<file path="src/rtl/xbar_switch_allocator.sv">
// -----------------------------------------------------------------------------
// xbar_switch_allocator
//
// Switch allocator for an IN_N x OUT_M wormhole crossbar. Each output keeps its
// own IDLE/LOCKED state, owner register and round-robin pointer. An IDLE output
// picks a head-carrying input, starting the search at its pointer. It then
// stays locked to that input until the packet's tail flit has crossed. The
// pointer then moves to the input after the owner, so inputs are served fairly.
// All parameters must be >= 2 so that the index fields are at least 1 bit wide.
//
// Ports
//   clk_i        : clock, all state updates on the rising edge
//   rst_ni       : asynchronous active-low reset
//   req_valid_i  : [IN_N]            input i has a flit at its buffer head
//   req_dst_i    : [IN_N*DST_W]      routed output index, slice i = input i
//   flit_id_i    : [IN_N*FLIT_ID_W]  head flit type, slice i = input i
//   out_ready_i  : [OUT_M]           output j can accept a flit this cycle
//   sel_o        : [OUT_M*SEL_W]     crossbar select, slice j = input for output j
//   out_valid_o  : [OUT_M]           output j carries a valid flit this cycle
//   in_pop_o     : [IN_N]            flit of input i consumed this cycle
// -----------------------------------------------------------------------------
module xbar_switch_allocator #(
  parameter int IN_N      = 5,
  parameter int OUT_M     = 5,
  parameter int FLIT_ID_W = 2
) (
  input  logic                              clk_i,
  input  logic                              rst_ni,
  input  logic [IN_N-1:0]                   req_valid_i,
  input  logic [IN_N*$clog2(OUT_M)-1:0]     req_dst_i,
  input  logic [IN_N*FLIT_ID_W-1:0]         flit_id_i,
  input  logic [OUT_M-1:0]                  out_ready_i,
  output logic [OUT_M*$clog2(IN_N)-1:0]     sel_o,
  output logic [OUT_M-1:0]                  out_valid_o,
  output logic [IN_N-1:0]                   in_pop_o
);

  localparam int DST_W = $clog2(OUT_M);
  localparam int SEL_W = $clog2(IN_N);

  localparam logic [FLIT_ID_W-1:0] FID_BODY     = FLIT_ID_W'(2'b00);
  localparam logic [FLIT_ID_W-1:0] FID_TAIL     = FLIT_ID_W'(2'b01);
  localparam logic [FLIT_ID_W-1:0] FID_HEAD     = FLIT_ID_W'(2'b10);
  localparam logic [FLIT_ID_W-1:0] FID_HEADTAIL = FLIT_ID_W'(2'b11);

  typedef enum logic {
    IDLE   = 1'b0,
    LOCKED = 1'b1
  } state_e;

  // Per-input decode of the flit at each buffer head
  logic [DST_W-1:0] dst     [IN_N];
  logic [IN_N-1:0]  is_head;   // HEAD or HEADTAIL: may open a packet
  logic [IN_N-1:0]  is_tail;   // TAIL or HEADTAIL: closes a packet
  logic [IN_N-1:0]  is_body;   // HEAD or BODY: packet continues

  // Per-output results collected for the input-side pop OR
  logic [SEL_W-1:0] owner_w [OUT_M];
  logic [OUT_M-1:0] xfer;

  genvar gi;

  generate
    for (gi = 0; gi < IN_N; gi++) begin : g_in
      logic [FLIT_ID_W-1:0] fid;
      logic                 pop;

      assign dst[gi]     = req_dst_i[gi*DST_W +: DST_W];
      assign fid         = flit_id_i[gi*FLIT_ID_W +: FLIT_ID_W];
      assign is_head[gi] = (fid == FID_HEAD) || (fid == FID_HEADTAIL);
      assign is_tail[gi] = (fid == FID_TAIL) || (fid == FID_HEADTAIL);
      assign is_body[gi] = (fid == FID_HEAD) || (fid == FID_BODY);

      // The owner's destination selects a single output, so at most one term is set
      always_comb begin
        pop = 1'b0;
        for (int j = 0; j < OUT_M; j++) begin
          if (xfer[j] && (owner_w[j] == SEL_W'(gi))) begin
            pop = 1'b1;
          end
        end
      end

      assign in_pop_o[gi] = pop;
    end
  endgenerate

  generate
    for (gi = 0; gi < OUT_M; gi++) begin : g_out
      state_e           state_q, state_d;
      logic [SEL_W-1:0] owner_q, owner_d;
      logic [SEL_W-1:0] ptr_q, ptr_d;
      logic [IN_N-1:0]  elig;
      logic             found;
      logic [SEL_W-1:0] pick;

      // Inputs that hold a packet-opening flit routed to this output
      always_comb begin
        elig = '0;
        for (int i = 0; i < IN_N; i++) begin
          elig[i] = req_valid_i[i] && is_head[i] && (dst[i] == DST_W'(gi));
        end
      end

      // Round-robin pick: first eligible index at ptr, ptr+1, ... modulo IN_N
      always_comb begin
        found = 1'b0;
        pick  = '0;
        for (int k = 0; k < IN_N; k++) begin
          int unsigned idx;
          idx = int'(ptr_q) + k;
          if (idx >= IN_N) begin
            idx = idx - IN_N;
          end
          if (!found && elig[idx]) begin
            found = 1'b1;
            pick  = SEL_W'(idx);
          end
        end
      end

      // A flit crosses only from the owner, only when it is really routed here
      assign xfer[gi] = (state_q == LOCKED) && req_valid_i[owner_q] &&
                        (dst[owner_q] == DST_W'(gi)) && out_ready_i[gi];

      always_comb begin
        state_d = state_q;
        owner_d = owner_q;
        ptr_d   = ptr_q;
        if (state_q == IDLE) begin
          // out_ready_i plays no part here: the grant costs one cycle regardless
          if (found) begin
            state_d = LOCKED;
            owner_d = pick;
          end
        end else if (xfer[gi] && is_tail[owner_q]) begin
          state_d = IDLE;
          ptr_d   = (owner_q == SEL_W'(IN_N - 1)) ? '0 : owner_q + 1'b1;
        end
      end

      always_ff @(posedge clk_i or negedge rst_ni) begin
        if (!rst_ni) begin
          state_q <= IDLE;
          owner_q <= '0;
          ptr_q   <= '0;
        end else begin
          state_q <= state_d;
          owner_q <= owner_d;
          ptr_q   <= ptr_d;
        end
      end

      assign owner_w[gi]                = owner_q;
      // Driven straight from the owner register so out_ready_i never reaches sel_o
      assign sel_o[gi*SEL_W +: SEL_W]   = owner_q;
      assign out_valid_o[gi]            = xfer[gi];
    end
  endgenerate

  // HEAD/BODY flits simply keep the lock; decoded only to document the encoding
  logic unused_body;
  assign unused_body = ^is_body;

endmodule

</file>
<file path="config.mk">
export PLATFORM = sky130hd
export DESIGN_NAME = xbar_switch_allocator
export DESIGN_NICKNAME = d
export VERILOG_FILES = /design/src/rtl/xbar_switch_allocator.sv
export SDC_FILE = /design/constraint.sdc
export NUM_CORES = 1
export LEC_CHECK = 0
export CAP_MARGIN = 20
export CORE_MARGIN = 4
export CORE_UTILIZATION = 40
export DETAILED_ROUTE_END_ITERATION = 8
export GPL_TIMING_DRIVEN = 0
export PLACE_DENSITY = 0.7
export SETUP_SLACK_MARGIN = 0.4
export SYNTH_ARGS = -nofsm -noshare
export SYNTH_HDL_FRONTEND = slang
export SYNTH_SLANG_ARGS = --single-unit
</file>
<file path="constraint.sdc">
create_clock -name clk_i -period 7.5 [get_ports clk_i]
set_input_delay 0.75 -clock clk_i [delete_from_list [all_inputs] [get_ports clk_i]]
set_output_delay 0.75 -clock clk_i [all_outputs]
set_load 0.02 [all_outputs]
</file>
# Word-level counts from Yosys, hierarchy flattened
# Index checks and enable logic that the tools add are counted.
[totals]
reg_bits = 35
input_bits = 37
out_inout_bits = 25
wordCells = 545
[op_classes]
addsub = 50
order_cmp = 60
eq_ne = 59
mux = 205
bitwise_logic = 10
reduce_logical = 146
[op_table]
columns = ["cell", "n"]
rows = [
  ["$lt 32x4->1 const B", 25],
  ["$mux 32", 25],
  ["$mux 3", 40],
  ["$bmux 1 s3", 35],
  ["$mux 1", 100],
  ["$sub 4x3->5 const B", 20],
  ["$logic_and 1x1->1", 95],
  ["$ge 4x3->1 const B", 20],
  ["$eq 3x2->1 const B", 22],
  ["$bmux 3 s3", 5],
  ["$add 3x2->4 const B", 10],
  ["$eq 3x1->1 const B", 11],
  ["$eq 3x3->1 const B", 11],
  ["$logic_not 3->1", 11],
  ["$add 3x1->4 const B", 5],
  ["$add 3x3->4 const B", 5],
  ["$eq 2x2->1 const B", 10],
  ["$ge 4x4->1 const B", 5],
  ["$logic_not 1->1", 20],
  ["$lt 3x4->1 const B", 5],
  ["$not 3->4", 5],
  ["$reduce_and 2->1", 10],
  ["$sub 3x3->4 const B", 5],
  ["$add 3x1->3 const B", 5],
  ["4 further kinds", 25],
]

# Depth between registers and ports, before layout
# Gate-level depths: netlist (run 1).
[logic_depth]
ltp_word = 21
mapped_depth = 15
depth_no_buf = 13

# Least setup slack after synthesis (run 1)
# Ideal clock, no wire load.
[synth_timing]
kind = "flip-flop to flip-flop"
from = "register g_out[2].ptr_q[0]"
to = "register g_out[2].owner_q[2]"
setup_ps = 126
arrival_time_ps = 3364
slack_ps = 4010
stages_incl_launch_ff = 14
n_path_buf = 1
synth_period_minus_slack_ps = 3490
path_cell_list = "dfrtp_1 > clkbuf_1 > clkinv_1 > ha_1 > inv_1 > ha_1 > a211o_1 > a211oi_1 > mux2i_1 > mux2i_1 > a21oi_1 > nor2_1 > and3_1 > o32a_1"
[synth_via]
elab_chain_cells = 18
[synth_rtl]
columns = ["element", "line", "text"]
rows = [
  ["from (decl)", "92", "logic [SEL_W-1:0] ptr_q, ptr_d;"],
  ["from (signal assigned)", "150", "ptr_q <= ptr_d;"],
  ["branches (longest 18 deep; another with $sub 4x3->5)", "n/a", ""],
  ["to (signal assigned)", "149", "owner_q <= owner_d;"],
  ["to (decl)", "91", "logic [SEL_W-1:0] owner_q, owner_d;"],
]
# Parallel ways; which one is timed is not known. The select of a mux whose other input is x is not followed.
# A chain may end at the register's enable or synchronous reset.

# Worst setup path after layout (run 1)
[layout_timing]
from = "input port req_dst_i[3]"
to = "output port in_pop_o[1]"
[layout_via]
elab_chain_cells = 12
[layout_rtl]
columns = ["element", "line", "text"]
rows = [
  ["from (decl)", "30", "input logic [IN_N*$clog2(OUT_M)-1:0] req_dst_i,"],
  ["$bmux 3 s3", "124", "(dst[owner_q] == DST_W'(gi)) && out_ready_i[gi];"],
  ["$mux 3 (implied by the code) (2 in a row)", "124", ""],
  ["$logic_not 3->1", "124", ""],
  ["$logic_and 1x1->1", "123", "assign xfer[gi] = (state_q == LOCKED) && req_valid_i[owner_q] &&"],
  ["$logic_and 1x1->1", "124", ""],
  ["$logic_and 1x1->1", "78", "if (xfer[j] && (owner_w[j] == SEL_W'(gi))) begin"],
  ["$mux 1 (4 in a row)", "78", ""],
  ["$mux 1 *", "78", ""],
  ["to (decl)", "35", "output logic [IN_N-1:0] in_pop_o"],
]
# Every way passes the cells marked *; elsewhere a longest branch is shown, timed or not. The select of a mux whose other input is x is not followed.

==> summary.md, run 1 <==
| Metric | Value |
|---|---|
| Crit. End Element | output port |
| Worst min path class | flop to flop |
| Total CTS buffers | 5 |
| Syn Nets | about 1,100 |
| Largest net degree at the start of global routing | 36 |
| DR vias | slightly below 8,000 |
| RSZ-0062 raised after global routing | false |
| Clk root buf | clkbuf_16 |
| Iter 0 DRT Violations | 803 |
| Setup TNS | 0 ps |
| Hold buffer count at cts | 0 |
| Ant diodes | 0 |
| Die width | 145 µm |
| CP dominant cell by count | clkdlybuf4s50_1 |
| Port bufs | between 50 and 60 |
| Core box area | roughly 18,000 µm² |
| GP Congestion | slightly above 0.9 |
| Worst setup SP type | input port |
| Post-Syn Area per Cell | between 7 and 8 µm² |
| Final Max Tran Viols | 0 |
| Netlist Area Pre-Place | about 7500 µm² |
| Synth top area share | 14.0% |
| VDD IR max | 0.230 mV |
| Share of flip-flops with an asynchronous set or reset | 100% |
| Area Overhead vs Synth | 13.5% |
| CTS resizes | 0 |
| Final worst slack | 2490 ps |
| Max Freq | ~0.2 GHz |
| GR Layer Usage met2 | between 30% and 40% |
| Gr usage total | 22.3% |
| Worst EP required | roughly 6800 ps |
| Maxcap violations | 0 |
| CTS tree | built |
| Top cells by area, synth | ha_1, dfrtp_1, a21oi_1, mux2i_1, nor2_1 |
| # DRC | 0 |
| Die height | about 140 µm |
| Grt met1 use | a little under a third |
| Clk buf depth | 2 |
| CP cell instances | clkdlybuf4s50_1 > nor2b_1 > or3b_1 > o41ai_1 > o21ai_0 > o22ai_1 > and3_1 > clkbuf_1 > and2_1 > a22oi_1 > nand3_1 > buf_4 > clkdlybuf4s50_1 |
| Slowest-stage cell, CP | clkdlybuf4s50_1 |
| Vias in the first global route | 7,485 |
| Final core occ | 46.7% |
| Nets@finish | approximately 1,200 |
| First-pass GRT wire length | ~38,000 µm |
| Layout cells sized above 1 | under 10% |
| Final Hold Viols | 0 |
| Worst-Margin Slew | between 900 and 1000 ps |
| Post-synth top area cell | ha_1 |
| Mapped Cells | between 900 and 1,000 |
| Max FO, Critical Path | 9 |
| Die area | 21,000 µm² |
| Worst clock skew | about 1.6 ps |
| Clock sink count | 35 |
| FF+latch count, synth | 35 |
| H-Tree Depth | 2 |
| Drt first pass iters | 6 |
| Critical Path AT | ~4300 ps |
| Overflow after GRT | 0 |
| Io pins | 62 |
| Yosys Warn Count | 0 |
| Rel. slew slack | a little over a third |
| Status | completed |
| Setup Fix Bufs, Post-CTS | 0 |
| Cell area power density | 449 nW/µm² |
| Min cycle time layout | ~5000 ps |
| Final Cell Area | about 8500 µm² |
| Initial Util | approximately two fifths |
| Sequential-to-total area share from yosys stat | a little under an eighth |
| Final wirelength | about 23,000 µm |
| Commonest cells post-synth | nor2_1, ha_1, nand2_1, a21oi_1, inv_1 |
| Grt met3 use | about 2.4% |
| Post-DP Area | between 8000 and 9000 µm² |
| Routed Antenna Nets | 0 |
| Worst skew pair latency | around 280 ps |
| GR peak layer | met2 |
| Type of the worst setup path | input port to output port |
| Row count | about 50 |
| Initial antenna violation count | 0 |
| Most numerous cell in the Yosys netlist | nor2_1 |
| # setup viols final | 0 |
| Via/cell ratio | roughly 6.2 |
| CTS clk-pin slew, worst paths | approximately 60 ps |
| Post-synth EDFFs | 0 |
| WL/cell | roughly 18 µm |
| Post-detail-place hpwl | around 19,000 µm |
| Synth cell types | 92 |
| Crit-path max cell delay | ~750 ps |
| Main flop type after synthesis | dfrtp_1 |
| Worst slack at placement | between 2000 and 3000 ps |
| Leak Pwr | between 3 and 4 nW |
| Tcrit/Tclk final | 66.8% |
[layout by cell type, fill, tap and decap left out, types with 17 or more instances in the layout]
cell type | netlist | final
inv_1 | 49 | 49
nand2b_1 | 30 | 30
a22oi_1 | 19 | 19
nand3_1 | 34 | 34
mux2i_1 | 35 | 35
nor2_1 | 89 | 89
nor3_1 | 34 | 34
nand2_1 | 76 | 76
nor2b_1 | 18 | 18
a31oi_1 | 17 | 17
clkbuf_1 | 21 | 23
o21ai_0 | 45 | 45
a21oi_1 | 70 | 70
xnor2_1 | 20 | 20
a211oi_1 | 21 | 21
dfrtp_1 | 35 | 35
clkdlybuf4s50_1 | 0 | 58
ha_1 | 84 | 84
[power breakdown]
part	switching [W]	total (W)	internal, W
clock	0.0000807	0.000204	0.000123
sequential	0.000189	0.000463	0.000274
combinational	0.00188	0.00315	0.00127
[path summary, 6_finish.rpt]
kind / slack [ps] / cells after the start / to / from
max: 2490 / 13 / in_pop_o[1] / req_dst_i[3]
min: 530 / 1 / g_out[4].state_q / g_out[4].state_q
max reg2reg: 3220 / 13 / g_out[2].owner_q[2] / g_out[2].ptr_q[0]
min reg2reg: 530 / 1 / g_out[4].state_q / g_out[4].state_q
max in group asynchronous: 6370 / 1 / g_out[0].ptr_q[1] / rst_ni
min in group asynchronous: 580 / 1 / g_out[2].owner_q[2] / rst_ni
[metal layers]
layer / part of all wire (%) / vias up
li1: - / 3834
met2: 46 / 326
met4: 2.4 / 0
met1: 44 / 3743
met5: 0 / -
met3: 7.2 / 45
[worst max-delay path, delay by kind of cell]
kind	cells	cell delay [ps]
and+or+nand+nor	5	1330
AOI/OAI and AO/OA	4	450
buffers and inverters	4	1720
[through the flow]
stage	hold WS, ps	std cells	total power [W]
floorplan	454	987	0.00282
global placement	514	1275	0.00353
detailed placement	521	1275	0.00356
CTS	537	1283	0.00378
global route	566	1283	0.00420
finish	534	1283	0.00382
[logic make-up after synthesis]
| family | synth area share [%] |
|---|---|
| simple gates | 27.9 |
| compound gates | 26.7 |
| buf+inv | 5.16 |
| fa+ha+maj | 14.0 |
| mux | 10.9 |
| flops | 11.7 |
| xor+xnor | 3.51 |
[flip-flops by register name (all words and copies together), names as in the netlist]
name,count
g_out.owner_q,15
g_out.ptr_q,15
g_out.state_q,5
[layout make-up]
class | count | area (µm²)
sequential | 35 | 876
clock inverter | 1 | 5.00
tap | 229 | 287
timing repair buffer | 59 | 586
fill | 1826 | 9710
clock buffer | 7 | 133
multi-input combinational | 861 | 6230
buffer | 38 | 188
inverter | 53 | 199
Power figures use the tool's default switching activity.
==> inputs of run 2 (changes only) <==
PLACE_DENSITY = 0.72   (was 0.7)
clock period = 4.6 ns   (was 7.5 ns; I/O delays follow)
==> summary.md, run 2 (synthesis results as in run 1) <==
| Metric | Value |
|---|---|
| Status | completed |
| Worst EP required | 4140 ps (-2610 ps) |
| Ant diodes | 0 (unchanged) |
| Worst skew pair latency | 280 ps (about the same) |
| # DRC | 0 (unchanged) |
| VDD IR max | 0.379 mV (+65%) |
| RSZ-0062 raised after global routing | false |
| Fill cells | 1,783 (-2.4%) |
| Tcrit/Tclk final | between 80 and 90% |
| Total CTS buffers | 5 (unchanged) |
| Initial Util | 41.1% (unchanged) |
| Final Max Tran Viols | 0 (unchanged) |
| Crit. End Element | output port |
| DR vias | 8,063 (+1.4%) |
| Final wirelength | 24,000 µm (+2.3%) |
| Clock sink count | 35 (unchanged) |
| Worst-Margin Slew | 947 ps (-23.7 ps) |
| Initial antenna violation count | 0 (unchanged) |
| Port bufs | 59 (unchanged) |
| Hold buffer count at cts | 0 (unchanged) |
| Non-filler cells in the finished layout | 1,283 (unchanged) |
| Commonest non-fill, non-tap cells in the layout | nor2_1, ha_1, nand2_1 |
| First-pass GRT wire length | 38,100 µm (-0.11%) |
| GP Congestion | 0.976 (+5.4%) |
| Vias in the first global route | 7,579 (+1.3%) |
| Max Freq | around 0.25 GHz |
| Die height | 145 µm (unchanged) |
| Maxcap violations | 0 (unchanged) |
| Cell area power density | 744 nW/µm² (+66%) |
| Area Overhead vs Synth | 14.3% |
| Row count | 49 (unchanged) |
| Final core occ | 47.0% (+0.34 points) |
| Routed Antenna Nets | 0 (unchanged) |
| Rel. slew slack | 36.7% (+1.6 points) |
| Clk root buf | clkbuf_16 |
| # setup viols final | 0 (unchanged) |
| R2r worst-path depth | 15 (+2) |
| Largest net degree at the start of global routing | 36 (unchanged) |
| Drt first pass iters | 5 (-1) |
| Core box area | 18,200 µm² (unchanged) |
| Multi-input logic area | 6240 µm² (+0.20%) |
| Nets@finish | 1,174 (unchanged) |
| Worst clock skew | 4.57 ps (+2.96 ps) |
| Type of the worst setup path | input port to output port |
| Setup TNS | 0 ps (unchanged) |
| Biggest regs | g_out.owner_q: 15 flops, g_out.ptr_q: 15 flops, g_out.state_q: 5 flops |
| Worst min path class | input port to asynchronous set/reset pin |
| CTS tree | built |
| Gr usage total | 22.1% (-0.14 points) |
| Via/cell ratio | 6.28 (+1.4%) |
| H-Tree Depth | 2 (unchanged) |
| Leak Pwr | 3.53 nW (+1.2%) |
| R2R Setup Slk | 690 ps (-2530 ps) |
| WL/cell | 18.7 µm (+2.3%) |
| DP Cell Count | 1,275 (unchanged) |
| Die width | 145 µm (unchanged) |
| Most common cell after layout, fill and taps aside | nor2_1 |
| Max FO, Critical Path | 7 (-2) |
| Critical Path AT | 3550 ps (-710 ps) |
| Post-DP Area | 8360 µm² (unchanged) |
| Io pins | 62 (unchanged) |
| Critical R2R Capture | g_out[4].owner_q[0] |
| Post-detail-place hpwl | 18,800 µm (+0.35%) |
| Min cycle time layout | roughly 4000 ps |
| Clk buf depth | 2 (unchanged) |
| Overflow after GRT | 0 (unchanged) |
| CTS clk-pin slew, worst paths | 60 ps (about the same) |
| Total chip power | 0.00637 W (+67%) |
| Iter 0 DRT Violations | 703 (-12%) |
| Die area | 21,000 µm² (unchanged) |
| Final Hold Viols | 0 (unchanged) |
| Final Cell Area | 8560 µm² (+0.74%) |
| Worst setup SP type | input port |
| R2r startpoint | g_out[4].ptr_q[0] |
| FF/Latch Area | 876 µm² (unchanged) |
| Layout cells sized above 1 | 8.54% (+1.0 points) |
[run 2: timing repair]
action                     4_1_cts  5_1_grt
setup endpoints to repair        6       13
buffers inserted                 0        0
resized for setup                3       12
[run 2: critical path, cell delays in order]
cell,delay [ps]
clkdlybuf4s50_1,700
inv_1,60
or4_1,490
o311ai_0,130
a21oi_1,180
nor3_2,370
a22oi_1,180
o211ai_1,210
buf_4,170
clkdlybuf4s50_1,590
[run 2: worst max path at each step]
| stage | start | endpoint | slack (ps) | depth (start not counted) |
|---|---|---|---|---|
| detailed placement | req_dst_i[3] | in_pop_o[1] | 290 | 13 |
| global route | g_out[4].ptr_q[0] | g_out[4].owner_q[0] | 400 | 15 |
| floorplan | g_out[2].ptr_q[0] | g_out[2].owner_q[2] | 1110 | 13 |
| global placement | req_dst_i[3] | in_pop_o[1] | 330 | 13 |
| CTS | req_dst_i[4] | in_pop_o[1] | 430 | 13 |
| finish | req_dst_i[7] | in_pop_o[3] | 590 | 10 |
[run 2: routing by layer]
metal / GRT usage [%] / vias up / part of all wire (%)
li1: - / 3825 / -
met1: 31.2 / 3813 / 44
met2: 34.6 / 350 / 44
met3: 1.94 / 75 / 7.2
met4: 9.18 / 0 / 4.0
met5: 0 / - / 0
[run 2: final cells by class]
class / instances / area share [%]
tap: 229 / 3.35
buffer: 38 / 2.25
sequential: 35 / 10.2
inverter: 53 / 2.41
timing repair buffer: 59 / 6.85
multi-input combinational: 861 / 72.9
clock inverter: 2 / 0.409
clock buffer: 6 / 1.62
[run 2: power breakdown]
| group | switching (W) | internal (W) | leakage [nW] | total [W] |
|---|---|---|---|---|
| registers | 0.000302 | 0.000447 | 0.418 | 0.000749 |
| logic | 0.00312 | 0.00209 | 3.03 | 0.00521 |
| clock network | 0.000140 | 0.000270 | 0.0868 | 0.000410 |
| total | 0.00357 | 0.00281 | 3.53 | 0.00637 |
[run 2: per-stage QoR]
step	setup slack, ps	hold WS [ps]
final	593	313
after global routing	401	379
after CTS	432	329
after detailed placement	294	514
after global placement	326	511
after floorplan	1110	164
==> inputs of run 3 (changes only) <==
CAP_MARGIN = not set   (was 20)
GPL_TIMING_DRIVEN = not set   (was 0)
==> summary.md, run 3 (synthesis results as in run 1) <==
| Metric | Value |
|---|---|
| Status | completed |
| Die width | 145 µm (unchanged) |
| Most common cell after layout, fill and taps aside | nor2_1 |
| RSZ-0062 raised after global routing | false |
| Post-DP Area | 8250 µm² (-1.3%) |
| Worst skew pair latency | 280 ps (about the same) |
| Port bufs | 61 (+3.4%) |
| Die height | 145 µm (unchanged) |
| Biggest regs | g_out.owner_q: 15 flops, g_out.ptr_q: 15 flops, g_out.state_q: 5 flops |
| Type of the worst setup path | input port to output port |
| Crit-path max cell delay | 700 ps (about the same) |
| First-pass GRT wire length | 37,000 µm (-2.9%) |
| H-Tree Depth | 2 (unchanged) |
| Nets@finish | 1,146 (-2.4%) |
| CTS clk-pin slew, worst paths | 60 ps (about the same) |
| Via/cell ratio | 6.21 (-1.2%) |
| Hold buffer count at cts | 0 (unchanged) |
| Total CTS buffers | 5 (unchanged) |
| Ant diodes | 0 (unchanged) |
| CP dominant cell by count | clkdlybuf4s50_1 |
| Leak Pwr | 3.44 nW (-2.7%) |
| # DRC | 0 (unchanged) |
| Worst min path class | input port to asynchronous set/reset pin |
| Final Max Tran Viols | 0 (unchanged) |
| Worst setup SP type | input port |
| Clk buf depth | 2 (unchanged) |
| Initial antenna violation count | 0 (unchanged) |
| Setup TNS | 0 ps (unchanged) |
| Crit-path leading delay family | simple AND/OR/NAND/NOR gates |
| Layout cells sized above 1 | 7.02% (-1.5 points) |
| Routed Antenna Nets | 0 (unchanged) |
| Slowest-stage cell, CP | clkdlybuf4s50_1 |
| Io pins | 62 (unchanged) |
| Maxcap violations | 0 (unchanged) |
| VDD IR max | 0.513 mV (+36%) |
| Post-detail-place hpwl | 18,400 µm (-1.9%) |
| Die area | 21,000 µm² (unchanged) |
| GP Congestion | 0.981 (+0.56%) |
| Row count | 49 (unchanged) |
| Commonest non-fill, non-tap cells in the layout | nor2_1, ha_1, nand2_1 |
| Total chip power | 0.00622 W (-2.4%) |
| CP cell instances | clkdlybuf4s50_1 > nor2b_1 > or3b_1 > o41ai_1 > o21ai_0 > o22ai_1 > and3_1 > and2_1 > a22oi_1 > nand3_1 > clkdlybuf4s50_1 |
| Core box area | 18,200 µm² (unchanged) |
| Max FO, Critical Path | 9 (+2) |
| Final Cell Area | 8400 µm² (-1.9%) |
| Initial Util | 41.1% (unchanged) |
| Area Overhead vs Synth | 12.1% |
| Vias in the first global route | 7,140 (-5.8%) |
| DR vias | 7,788 (-3.4%) |
| Largest net degree at the start of global routing | 36 (unchanged) |
| # setup viols final | 0 (unchanged) |
| Max Freq | 0.248 GHz (-0.79%) |
| Cell area power density | 741 nW/µm² (-0.45%) |
| Worst clock skew | 7.14 ps (+2.57 ps) |
| Worst-Margin Slew | 836 ps (-112 ps) |
| WL/cell | 18.7 µm (about the same) |
| Setup Fix Bufs, Post-CTS | 0 (unchanged) |
| Worst EP required | 4140 ps (about the same) |
| Final Hold Viols | 0 (unchanged) |
| Rel. slew slack | 43.8% (+7.1 points) |
| Crit. End Element | output port |
| Overflow after GRT | 0 (unchanged) |
| Bufs and invs on worst path | 2 (-2) |
| Iter 0 DRT Violations | 666 (-5.3%) |
| Clk root buf | clkbuf_16 |
| CTS resizes | 0 (-3) |
| Min cycle time layout | 4040 ps (+31.8 ps) |
| R2r worst-path depth | 13 (-2) |
| Gr usage total | 21.6% (-0.50 points) |
| Drt first pass iters | 5 (unchanged) |
| Critical Path AT | 3580 ps (+30 ps) |
| Final wirelength | 23,400 µm (-2.4%) |
| CTS tree | built |
| Tcrit/Tclk final | 87.8% (+0.69 points) |
| Final core occ | 46.1% (-0.90 points) |
| Crit. path cell count | 11 (+1) |
| Clock sink count | 35 (unchanged) |
## run 3: worst reg2reg max path, cell delays in order, from the launching register on
cell and delay, ps:
dfrtp_1 620, inv_1 180, buf_4 220, ha_1 170
inv_1 40, ha_1 210, a21oi_1 230, mux2i_1 370
mux4_2 300, nand2b_1 140, nand2_1 130, nor4b_1 440
a21o_1 260, mux2_1 340
## run 3: cell type report
cell class,instances,area (µm²)
flip-flops and latches,35,876
fillers,1800,9810
inverters,53,199
repair buffers,69,666
multi-input cells,861,6230
well taps,229,287
clock buffers,6,139
clock inverters,1,5.00
## run 3: metal layers
| layer | up-vias | GRT usage (%) | share of wire (%) |
|---|---|---|---|
| li1 | 3769 | - | - |
| met1 | 3671 | 30.6 | 45 |
| met2 | 302 | 35.0 | 46 |
| met3 | 46 | 1.87 | 6.6 |
| met4 | 0 | 6.38 | 2.7 |
| met5 | - | 0 | 0 |
## run 3: path summary, 6_finish.rpt
kind	startpoint	endpoint	slack, ps
setup / recovery	req_dst_i[3]	in_pop_o[1]	560
hold / removal	rst_ni	g_out[2].owner_q[0]	280
setup reg to reg	g_out[0].ptr_q[0]	g_out[0].owner_q[0]	830
hold reg to reg	g_out[4].state_q	g_out[4].state_q	530
max in group asynchronous	rst_ni	g_out[1].state_q	3780
min in group clk_i	g_out[4].state_q	g_out[4].state_q	530
## run 3: through the flow
| stage | worst slack [ps] | std cells | hold slack [ps] |
|---|---|---|---|
| floorplan | 1110 | 987 | 164 |
| global placement | 698 | 1247 | 509 |
| detailed placement | 653 | 1247 | 508 |
| CTS | 635 | 1254 | 306 |
| global route | 410 | 1254 | 366 |
| finish | 561 | 1254 | 282 |
## run 3: where the power goes
| part | switching, W | internal [W] | leakage (nW) |
|---|---|---|---|
| sequential | 0.000392 | 0.000445 | 0.418 |
| clock | 0.000126 | 0.000211 | 0.0727 |
| combinational | 0.00298 | 0.00207 | 2.95 |
